### src/rtl/npc_seq_pkg.sv
// Shared types, encodings and load/store lane helpers for the multi-cycle sequencer.
package npc_seq_pkg;

    typedef enum logic [2:0] {
        StFetchReq,
        StFetchWait,
        StExec,
        StMemReq,
        StMemWait,
        StHalt
    } state_e;

    // branch: 000 pc+4, 001 pc+imm, 010 (rs1+imm)&~1, 1xx conditional
    localparam logic [2:0] BrJal  = 3'b001;
    localparam logic [2:0] BrJalr = 3'b010;

    // mem_op[1:0] is the access size, mem_op[2] selects zero-extension on loads
    localparam logic [1:0] SzByte = 2'b00;
    localparam logic [1:0] SzHalf = 2'b01;
    localparam logic [1:0] SzWord = 2'b10;

    localparam logic [1:0] ErrNone     = 2'b00;
    localparam logic [1:0] ErrTimeout  = 2'b01;
    localparam logic [1:0] ErrMisalign = 2'b10;

    // Byte offset actually used; misaligned halves/words drop the low address bits.
    function automatic logic [1:0] lane_off(input logic [1:0] sz, input logic [1:0] addr);
        logic [1:0] off;
        case (sz)
            SzByte:  off = addr;
            SzHalf:  off = {addr[1], 1'b0};
            SzWord:  off = 2'b00;
            default: off = 2'b00;
        endcase
        return off;
    endfunction

    function automatic logic [31:0] load_extend(input logic [2:0] op, input logic [1:0] off,
                                                input logic [31:0] rdata);
        logic [7:0]  b;
        logic [15:0] h;
        logic [31:0] res;
        b = rdata[{off, 3'b000} +: 8];
        h = rdata[{off[1], 4'b0000} +: 16];
        case (op[1:0])
            SzByte:  res = op[2] ? {24'h0, b} : {{24{b[7]}}, b};
            SzHalf:  res = op[2] ? {16'h0, h} : {{16{h[15]}}, h};
            default: res = rdata;
        endcase
        return res;
    endfunction

endpackage

### src/rtl/npc_lsu_lane.sv
// Store strobe/data lane placement and load lane extraction/extension (combinational).
module npc_lsu_lane
    import npc_seq_pkg::*;
(
    input  logic [2:0]  st_op_i,
    input  logic [1:0]  st_addr_i,
    input  logic [31:0] st_data_i,
    output logic [3:0]  wstrb_o,
    output logic [31:0] wdata_o,
    input  logic [2:0]  ld_op_i,
    input  logic [1:0]  ld_addr_i,
    input  logic [31:0] rdata_i,
    output logic [31:0] ldata_o
);
    logic [1:0] st_off;

    always_comb begin
        st_off = lane_off(st_op_i[1:0], st_addr_i);
        case (st_op_i[1:0])
            SzByte: begin
                wstrb_o = 4'b0001 << st_off;
                wdata_o = {4{st_data_i[7:0]}};
            end
            SzHalf: begin
                wstrb_o = 4'b0011 << st_off;
                wdata_o = {2{st_data_i[15:0]}};
            end
            default: begin
                wstrb_o = 4'hF;
                wdata_o = st_data_i;
            end
        endcase
        ldata_o = load_extend(ld_op_i, lane_off(ld_op_i[1:0], ld_addr_i), rdata_i);
    end

endmodule

### src/rtl/npc_mc_sequencer.sv
// Multi-cycle PC/control sequencer: fetch, execute, load/store handshakes, counters and watchdog.
// Define NPC_SEQ_MISALIGN_TRAP_EN to halt on misaligned PC targets and half/word accesses.
module npc_mc_sequencer
    import npc_seq_pkg::*;
#(
    parameter int unsigned     XLEN     = 32,
    parameter logic [XLEN-1:0] RESET_PC = XLEN'(32'h8000_0000),
    parameter int unsigned     TIMEOUT  = 1024
) (
    input  logic            clk,
    input  logic            rst,
    output logic            imem_valid,
    output logic [XLEN-1:0] imem_addr,
    input  logic            imem_ready,
    input  logic            imem_rvalid,
    input  logic [31:0]     imem_rdata,
    output logic [31:0]     inst,
    input  logic [XLEN-1:0] imm,
    input  logic [XLEN-1:0] rs1_val,
    input  logic [XLEN-1:0] rs2_val,
    input  logic [2:0]      branch,
    input  logic [XLEN-1:0] alu_out,
    input  logic            alu_less,
    input  logic            alu_zero,
    input  logic            reg_wr,
    input  logic            mem_to_reg,
    input  logic            mem_wr,
    input  logic [2:0]      mem_op,
    input  logic            ebreak,
    output logic            dmem_valid,
    output logic [XLEN-1:0] dmem_addr,
    output logic            dmem_we,
    output logic [3:0]      dmem_wstrb,
    output logic [31:0]     dmem_wdata,
    input  logic            dmem_ready,
    input  logic            dmem_rvalid,
    input  logic [31:0]     dmem_rdata,
    output logic            gpr_we,
    output logic [XLEN-1:0] gpr_wdata,
    output logic [XLEN-1:0] pc,
    output logic            halted,
    output logic [1:0]      err,
    output logic [63:0]     minstret,
    output logic [63:0]     mcycle
);
    localparam int unsigned    WdW    = $clog2(TIMEOUT + 1);
    localparam logic [WdW-1:0] WdLast = WdW'(TIMEOUT - 1);

    state_e          state_q, state_d;
    logic [XLEN-1:0] pc_q, pc_d, next_pc, gpr_wdata_q, gpr_wdata_d, dmem_addr_q;
    logic [31:0]     inst_q, inst_d, dmem_wdata_q, st_wdata, ld_data;
    logic [1:0]      err_q, err_d, ld_off_q;
    logic [WdW-1:0]  wd_q, wd_d;
    logic [3:0]      dmem_wstrb_q, st_wstrb;
    logic [2:0]      ld_op_q;
    logic [63:0]     minstret_q, mcycle_q;
    logic            gpr_we_q, gpr_we_d, imem_valid_q, dmem_valid_q, halted_q;
    logic            dmem_we_q, ld_wr_q, retire, mem_latch, taken, is_mem, trap, wait_st;

    npc_lsu_lane u_lane (
        .st_op_i   (mem_op),
        .st_addr_i (alu_out[1:0]),
        .st_data_i (rs2_val[31:0]),
        .wstrb_o   (st_wstrb),
        .wdata_o   (st_wdata),
        .ld_op_i   (ld_op_q),
        .ld_addr_i (ld_off_q),
        .rdata_i   (dmem_rdata),
        .ldata_o   (ld_data)
    );

    assign is_mem = mem_to_reg | mem_wr;

    always_comb begin
        taken = branch[2] & ((branch[1] ? alu_less : alu_zero) ^ branch[0]);
        if (taken || branch == BrJal) begin
            next_pc = pc_q + imm;
        end else if (branch == BrJalr) begin
            next_pc = (rs1_val + imm) & ~XLEN'(1);
        end else begin
            next_pc = pc_q + XLEN'(4);
        end
    end

`ifdef NPC_SEQ_MISALIGN_TRAP_EN
    always_comb begin
        if (is_mem) begin
            trap = (mem_op[1:0] == SzHalf && alu_out[0]) ||
                   (mem_op[1:0] == SzWord && alu_out[1:0] != 2'b00);
        end else begin
            trap = next_pc[1:0] != 2'b00;
        end
    end
`else
    assign trap = 1'b0;
`endif

    always_comb begin
        state_d     = state_q;
        pc_d        = pc_q;
        inst_d      = inst_q;
        err_d       = err_q;
        gpr_we_d    = 1'b0;
        gpr_wdata_d = gpr_wdata_q;
        retire      = 1'b0;
        mem_latch   = 1'b0;
        wait_st     = state_q inside {StFetchReq, StFetchWait, StMemReq, StMemWait};
        unique case (state_q)
            StFetchReq: begin
                // Handshake only counts once the registered request is actually visible.
                if (imem_valid_q && imem_ready) begin
                    if (imem_rvalid) begin
                        inst_d  = imem_rdata;
                        state_d = StExec;
                    end else begin
                        state_d = StFetchWait;
                    end
                end
            end
            StFetchWait: begin
                if (imem_rvalid) begin
                    inst_d  = imem_rdata;
                    state_d = StExec;
                end
            end
            StExec: begin
                if (ebreak) begin
                    state_d = StHalt;
                end else if (trap) begin
                    state_d = StHalt;
                    err_d   = ErrMisalign;
                end else if (is_mem) begin
                    mem_latch = 1'b1;
                    state_d   = StMemReq;
                end else begin
                    gpr_we_d    = reg_wr;
                    gpr_wdata_d = alu_out;
                    pc_d        = next_pc & ~XLEN'(3);
                    retire      = 1'b1;
                    state_d     = StFetchReq;
                end
            end
            StMemReq: begin
                if (dmem_ready) begin
                    if (dmem_we_q) begin
                        retire  = 1'b1;
                        state_d = StFetchReq;
                    end else if (dmem_rvalid) begin
                        gpr_we_d    = ld_wr_q;
                        gpr_wdata_d = XLEN'($signed(ld_data));
                        retire      = 1'b1;
                        state_d     = StFetchReq;
                    end else begin
                        state_d = StMemWait;
                    end
                end
            end
            StMemWait: begin
                if (dmem_rvalid) begin
                    gpr_we_d    = ld_wr_q;
                    gpr_wdata_d = XLEN'($signed(ld_data));
                    retire      = 1'b1;
                    state_d     = StFetchReq;
                end
            end
            default: ;
        endcase
        if ((state_q == StMemReq || state_q == StMemWait) && retire) begin
            pc_d = pc_q + XLEN'(4);
        end
        if (wait_st && state_d == state_q && wd_q == WdLast) begin
            state_d = StHalt;
            err_d   = ErrTimeout;
        end
        wd_d = (state_d != state_q) ? '0 : (wait_st ? wd_q + 1'b1 : wd_q);
    end

    always_ff @(posedge clk or negedge rst) begin
        if (!rst) begin
            state_q      <= StFetchReq;
            pc_q         <= RESET_PC;
            inst_q       <= '0;
            err_q        <= ErrNone;
            wd_q         <= '0;
            gpr_we_q     <= 1'b0;
            gpr_wdata_q  <= '0;
            imem_valid_q <= 1'b0;
            dmem_valid_q <= 1'b0;
            halted_q     <= 1'b0;
            dmem_addr_q  <= '0;
            dmem_we_q    <= 1'b0;
            dmem_wstrb_q <= '0;
            dmem_wdata_q <= '0;
            ld_op_q      <= '0;
            ld_off_q     <= '0;
            ld_wr_q      <= 1'b0;
            minstret_q   <= '0;
            mcycle_q     <= '0;
        end else begin
            state_q      <= state_d;
            pc_q         <= pc_d;
            inst_q       <= inst_d;
            err_q        <= err_d;
            wd_q         <= wd_d;
            gpr_we_q     <= gpr_we_d;
            gpr_wdata_q  <= gpr_wdata_d;
            imem_valid_q <= state_d == StFetchReq;
            dmem_valid_q <= state_d == StMemReq;
            halted_q     <= state_d == StHalt;
            // Request fields are frozen here so they stay stable however long the bus stalls.
            if (mem_latch) begin
                dmem_addr_q  <= {alu_out[XLEN-1:2], 2'b00};
                dmem_we_q    <= mem_wr;
                dmem_wstrb_q <= mem_wr ? st_wstrb : 4'h0;
                dmem_wdata_q <= st_wdata;
                ld_op_q      <= mem_op;
                ld_off_q     <= alu_out[1:0];
                ld_wr_q      <= reg_wr;
            end
            if (retire) begin
                minstret_q <= minstret_q + 64'd1;
            end
            if (state_q != StHalt) begin
                mcycle_q <= mcycle_q + 64'd1;
            end
        end
    end

    assign imem_valid = imem_valid_q;
    assign imem_addr  = pc_q;
    assign inst       = inst_q;
    assign dmem_valid = dmem_valid_q;
    assign dmem_addr  = dmem_addr_q;
    assign dmem_we    = dmem_we_q;
    assign dmem_wstrb = dmem_wstrb_q;
    assign dmem_wdata = dmem_wdata_q;
    assign gpr_we     = gpr_we_q;
    assign gpr_wdata  = gpr_wdata_q;
    assign pc         = pc_q;
    assign halted     = halted_q;
    assign err        = err_q;
    assign minstret   = minstret_q;
    assign mcycle     = mcycle_q;

endmodule
### config.mk
export PLATFORM = sky130hd
export DESIGN_NAME = npc_mc_sequencer
export DESIGN_NICKNAME = d
export VERILOG_FILES = /design/src/rtl/npc_seq_pkg.sv /design/src/rtl/npc_lsu_lane.sv /design/src/rtl/npc_mc_sequencer.sv
export SDC_FILE = /design/constraint.sdc
export NUM_CORES = 1
export LEC_CHECK = 0
export BUFFER_PORTS_ARGS = -buffer_cell sky130_fd_sc_hd__clkbuf_2
export CORE_AREA = 3 3 209 211
export CTS_BUF_LIST = sky130_fd_sc_hd__clkbuf_2 sky130_fd_sc_hd__clkbuf_4 sky130_fd_sc_hd__clkbuf_8
export CTS_CLUSTER_SIZE = 8
export DETAILED_ROUTE_END_ITERATION = 16
export DIE_AREA = 0 0 212 214
export PLACE_DENSITY_LB_ADDON = 0.08
export SETUP_SLACK_MARGIN = 0.15
export SYNTH_ARGS = -nofsm -noshare
export SYNTH_HDL_FRONTEND = slang
export SYNTH_SLANG_ARGS = --single-unit
### constraint.sdc
create_clock -name clk -period 3.7 [get_ports clk]
set_input_delay 0.555 -clock clk [delete_from_list [all_inputs] [get_ports clk]]
set_output_delay 0.555 -clock clk [all_outputs]
set_load 0.01 [all_outputs]
==> results.toml <==
[run_status]
status = "finished, final reports clean"

[sta]
drv_slew = 0
hold_violations = 0
setup_viol = 0
skew_ps = 16.7
finalCritPeriodShare_pct = 88.0
finalCriticalPeriod_ps = 3250
fmax_mhz = 307
setup-tns-final_ps = 0
worst_pin_slew_ps = 1160
slew_headroom_pct = 22.6
rsz0062_at_grt = "false"

[yosys]
synth_edf_count = 0
ys_seq_area_share_pct = 44.0
syn_area_sq_um = 17900
yosysUniqueCellTypes = 72
synth_ff_type = "dfrtp_1"
async_flop_share_pct = 100
yosys_warnings = 0
synthCells = 1861
ys_seq_elements = 314
synth_area_per_cell_sq_um = 9.60

[layout]
num-nets-final = 2671
multi_input_area_sq_um = 9350
layout_commonest_cell = "clkbuf_2"
syn2layout_area_growth_pct = 24.8
num-fill-cells = 3974
drive_gt1_share_pct = 32.3
design_area_sq_um = 22300
mostFrequentLayoutCells = "532 x clkbuf_2, 313 x dfrtp_1, 201 x nand2_1"
seq_area_sq_um = 7860

[setup_path]
r2r_slack_ps = 450
reg2reg_depth = 10
crit_type = "reg -> reg"
cp_data_arrival_time_ps = 3810
r2r_end = "imem_addr[31]$_DFFE_PN1P_"
path_max_fanout = 8
rr_startpoint = "imem_addr[19]$_DFFE_PN0P_"
startpoint_type = "register"
required_ps = 4250
critPathCaptureType = "register"

[floorplan]
initial_utilization_pct = 42.6
die_y_um = 214
die-area_sq_um = 45400
die_w_um = 212
coreArea_sq_um = 41900
ioPinCount = 541
num_rows = 75

[worst_hold_path]
min_path_type = "in -> reg"
hold_depth = 3
min_from = "reg_wr"
holdPathEnd = "gpr_we$_DFF_PN0_"

[clock_network]
cts_tree = "yes"
cts_buffers = 57
worst_skew_pair.late_latency_ps = 640
cts.clk_slew.worst_paths_ps = 60
htreeDepth = 2
clock_sinks = 314
cts_setup_buffers = 0
cts_buffer_depth = 3
cts_root_buf = "clkbuf_8"
cts_resized = 0

[power]
power_density_nw_per_um2 = 674
peakVddDrop_mv = 0.473
power_frac_comb_pct = 42.5
netSwitchingFraction_pct = 40.3
seqPwrFrac_pct = 34.6
clkPwrFrac_pct = 23.0
p_int_w = 0.00897
leakage_nw = 11.0
switchingPower_w = 0.00605

[grt]
grt.busiest_layer = "met2"
antenna_found_initial = 7
gr-total-overflow = 0
gr-usage-met1_pct = 32.5
grt_usage_pct = 25.9
grt_max_degree = 99
met2_usage_pct = 43.3
grt_pass1_vias = 16000
grt_pass1_wl_um = 92400
gr-usage-met3_pct = 5.98

[route]
drc = 0
finalWirelength_um = 60500
first_pass_iters = 5
ant_nets = 0
via_count = 16200
vias_per_cell = 5.44
wl_per_cell_um = 20.3
drtIter0Drc = 1186

[placed_design]
io_buffers = 533
place_area_sq_um = 21100
dp_hpwl_um = 47200
place_congestion = 0.928

[job]
cap_violations = 0
## routing by layer
metal | up-vias | part of all wire (%)
met5 | - | 0.038
met4 | 4 | 3.7
met3 | 138 | 7.5
met2 | 587 | 48
met1 | 7822 | 41
li1 | 7670 | -
## flip-flops by register name (all words and copies together) (netlist names), 4 cells and up
| name | flops |
|---|---|
| dmem_wstrb | 4 |
| inst | 32 |
| gpr_wdata | 32 |
| minstret | 64 |
| dmem_wdata | 32 |
| dmem_addr | 30 |
| wd_q | 11 |
| imem_addr | 30 |
| mcycle | 64 |
## synth_stat cells, drive strengths merged, types with 5 or more instances
library cell,n,area share [%]
dfrtp,313,44
nand2,201,4.2
nor2,140,3.1
xnor2,138,6.8
o21ai,124,3.5
a21oi,117,3.3
nand3,91,2.6
mux2,80,5.0
xor2,65,3.2
ha,63,4.4
clkbuf,61,1.3
and3,46,1.6
buf,44,1.8
inv,42,0.88
nand4,28,1.1
mux2i,27,1.5
a21o,24,1.0
nor3,24,0.76
o221ai,22,1.1
a31oi,20,0.70
a221oi,17,0.83
nand2b,16,0.56
a211oi,13,0.55
and2,13,0.46
nor2b,13,0.46
or3,11,0.44
a22oi,10,0.42
o21bai,9,0.38
nor4,8,0.32
o31ai,8,0.34
or2,7,0.25
o21a,6,0.25
o22ai,6,0.21
o211ai,5,0.21
or4,5,0.25
## power groups by stage
stage	Combinational, W	Clock, W	Sequential (W)
2_1_floorplan	0.00351	0	0.00555
3_3_place_gp	0.00632	0	0.00520
3_5_place_dp	0.00639	0	0.00524
4_1_cts	0.00642	0.00356	0.00519
5_1_grt	0.00700	0.00373	0.00533
6_report	0.00638	0.00345	0.00519
## cell type report
cell class	instances	share of cell area (%)
inverters	42	0.707
repair buffers	577	13.6
clock inverters	13	0.528
clock buffers	85	4.83
well taps	539	3.03
multi-input cells	1406	42.0
flip-flops and latches	314	35.3
diodes	5	0.0561
## worst max-delay path, stage by stage (launching register included)
cell      delay (ps)
dfrtp_1          480
ha_1             450
o21ai_0          110
a221oi_1         370
o32ai_1          160
a31oi_1          530
a221oi_1         280
o21ai_0          380
mux2i_1          230
a21oi_1           80
o21ai_0          110
## how the worst max path moves through the flow
stage | start | to | slack, ps
2_1_floorplan | imm[3] | imem_addr[29]$_DFFE_PN0P_ | 810
3_3_place_gp | imm[3] | imem_addr[30]$_DFFE_PN0P_ | 250
3_5_place_dp | imm[3] | imem_addr[30]$_DFFE_PN0P_ | 230
4_1_cts | imem_addr[3]$_DFFE_PN0P_ | imem_addr[30]$_DFFE_PN0P_ | 470
5_1_grt | imem_addr[3]$_DFFE_PN0P_ | imem_addr[30]$_DFFE_PN0P_ | 230
6_report | imem_addr[19]$_DFFE_PN0P_ | imem_addr[31]$_DFFE_PN1P_ | 450
## through the flow
stage / utilization, % / setup slack, ps / std cells / hold WS, ps / power (W)
after global placement: 50.2 / 247 / 2877 / 457 / 0.0115
after CTS: 53.1 / 471 / 2976 / 73.1 / 0.0152
after floorplan: - / 810 / 1867 / 259 / 0.00906
after global routing: 53.1 / 234 / 2981 / 106 / 0.0161
final: 53.1 / 445 / 2981 / 144 / 0.0150
after detailed placement: 50.2 / 233 / 2877 / 467 / 0.0116
## what timing repair did
action                                  in CTS  in global routing
hold buffers                                 1                  0
endpoints found under the setup margin       0                  0
hold endpoints to repair                    81                  0
## kinds of logic after synthesis
kind of cell             share of synthesized area, %
AO/OA/AOI/OAI                                    14.3
XOR/XNOR                                         9.96
adder cells (fa/ha/maj)                          4.41
buffers and inverters                            3.94
flip-flops                                       44.0
multiplexers                                     6.68
other                                          0.0210
AND/OR/NAND/NOR                                  16.7
No activity file was read; power rests on OpenSTA's default activity.
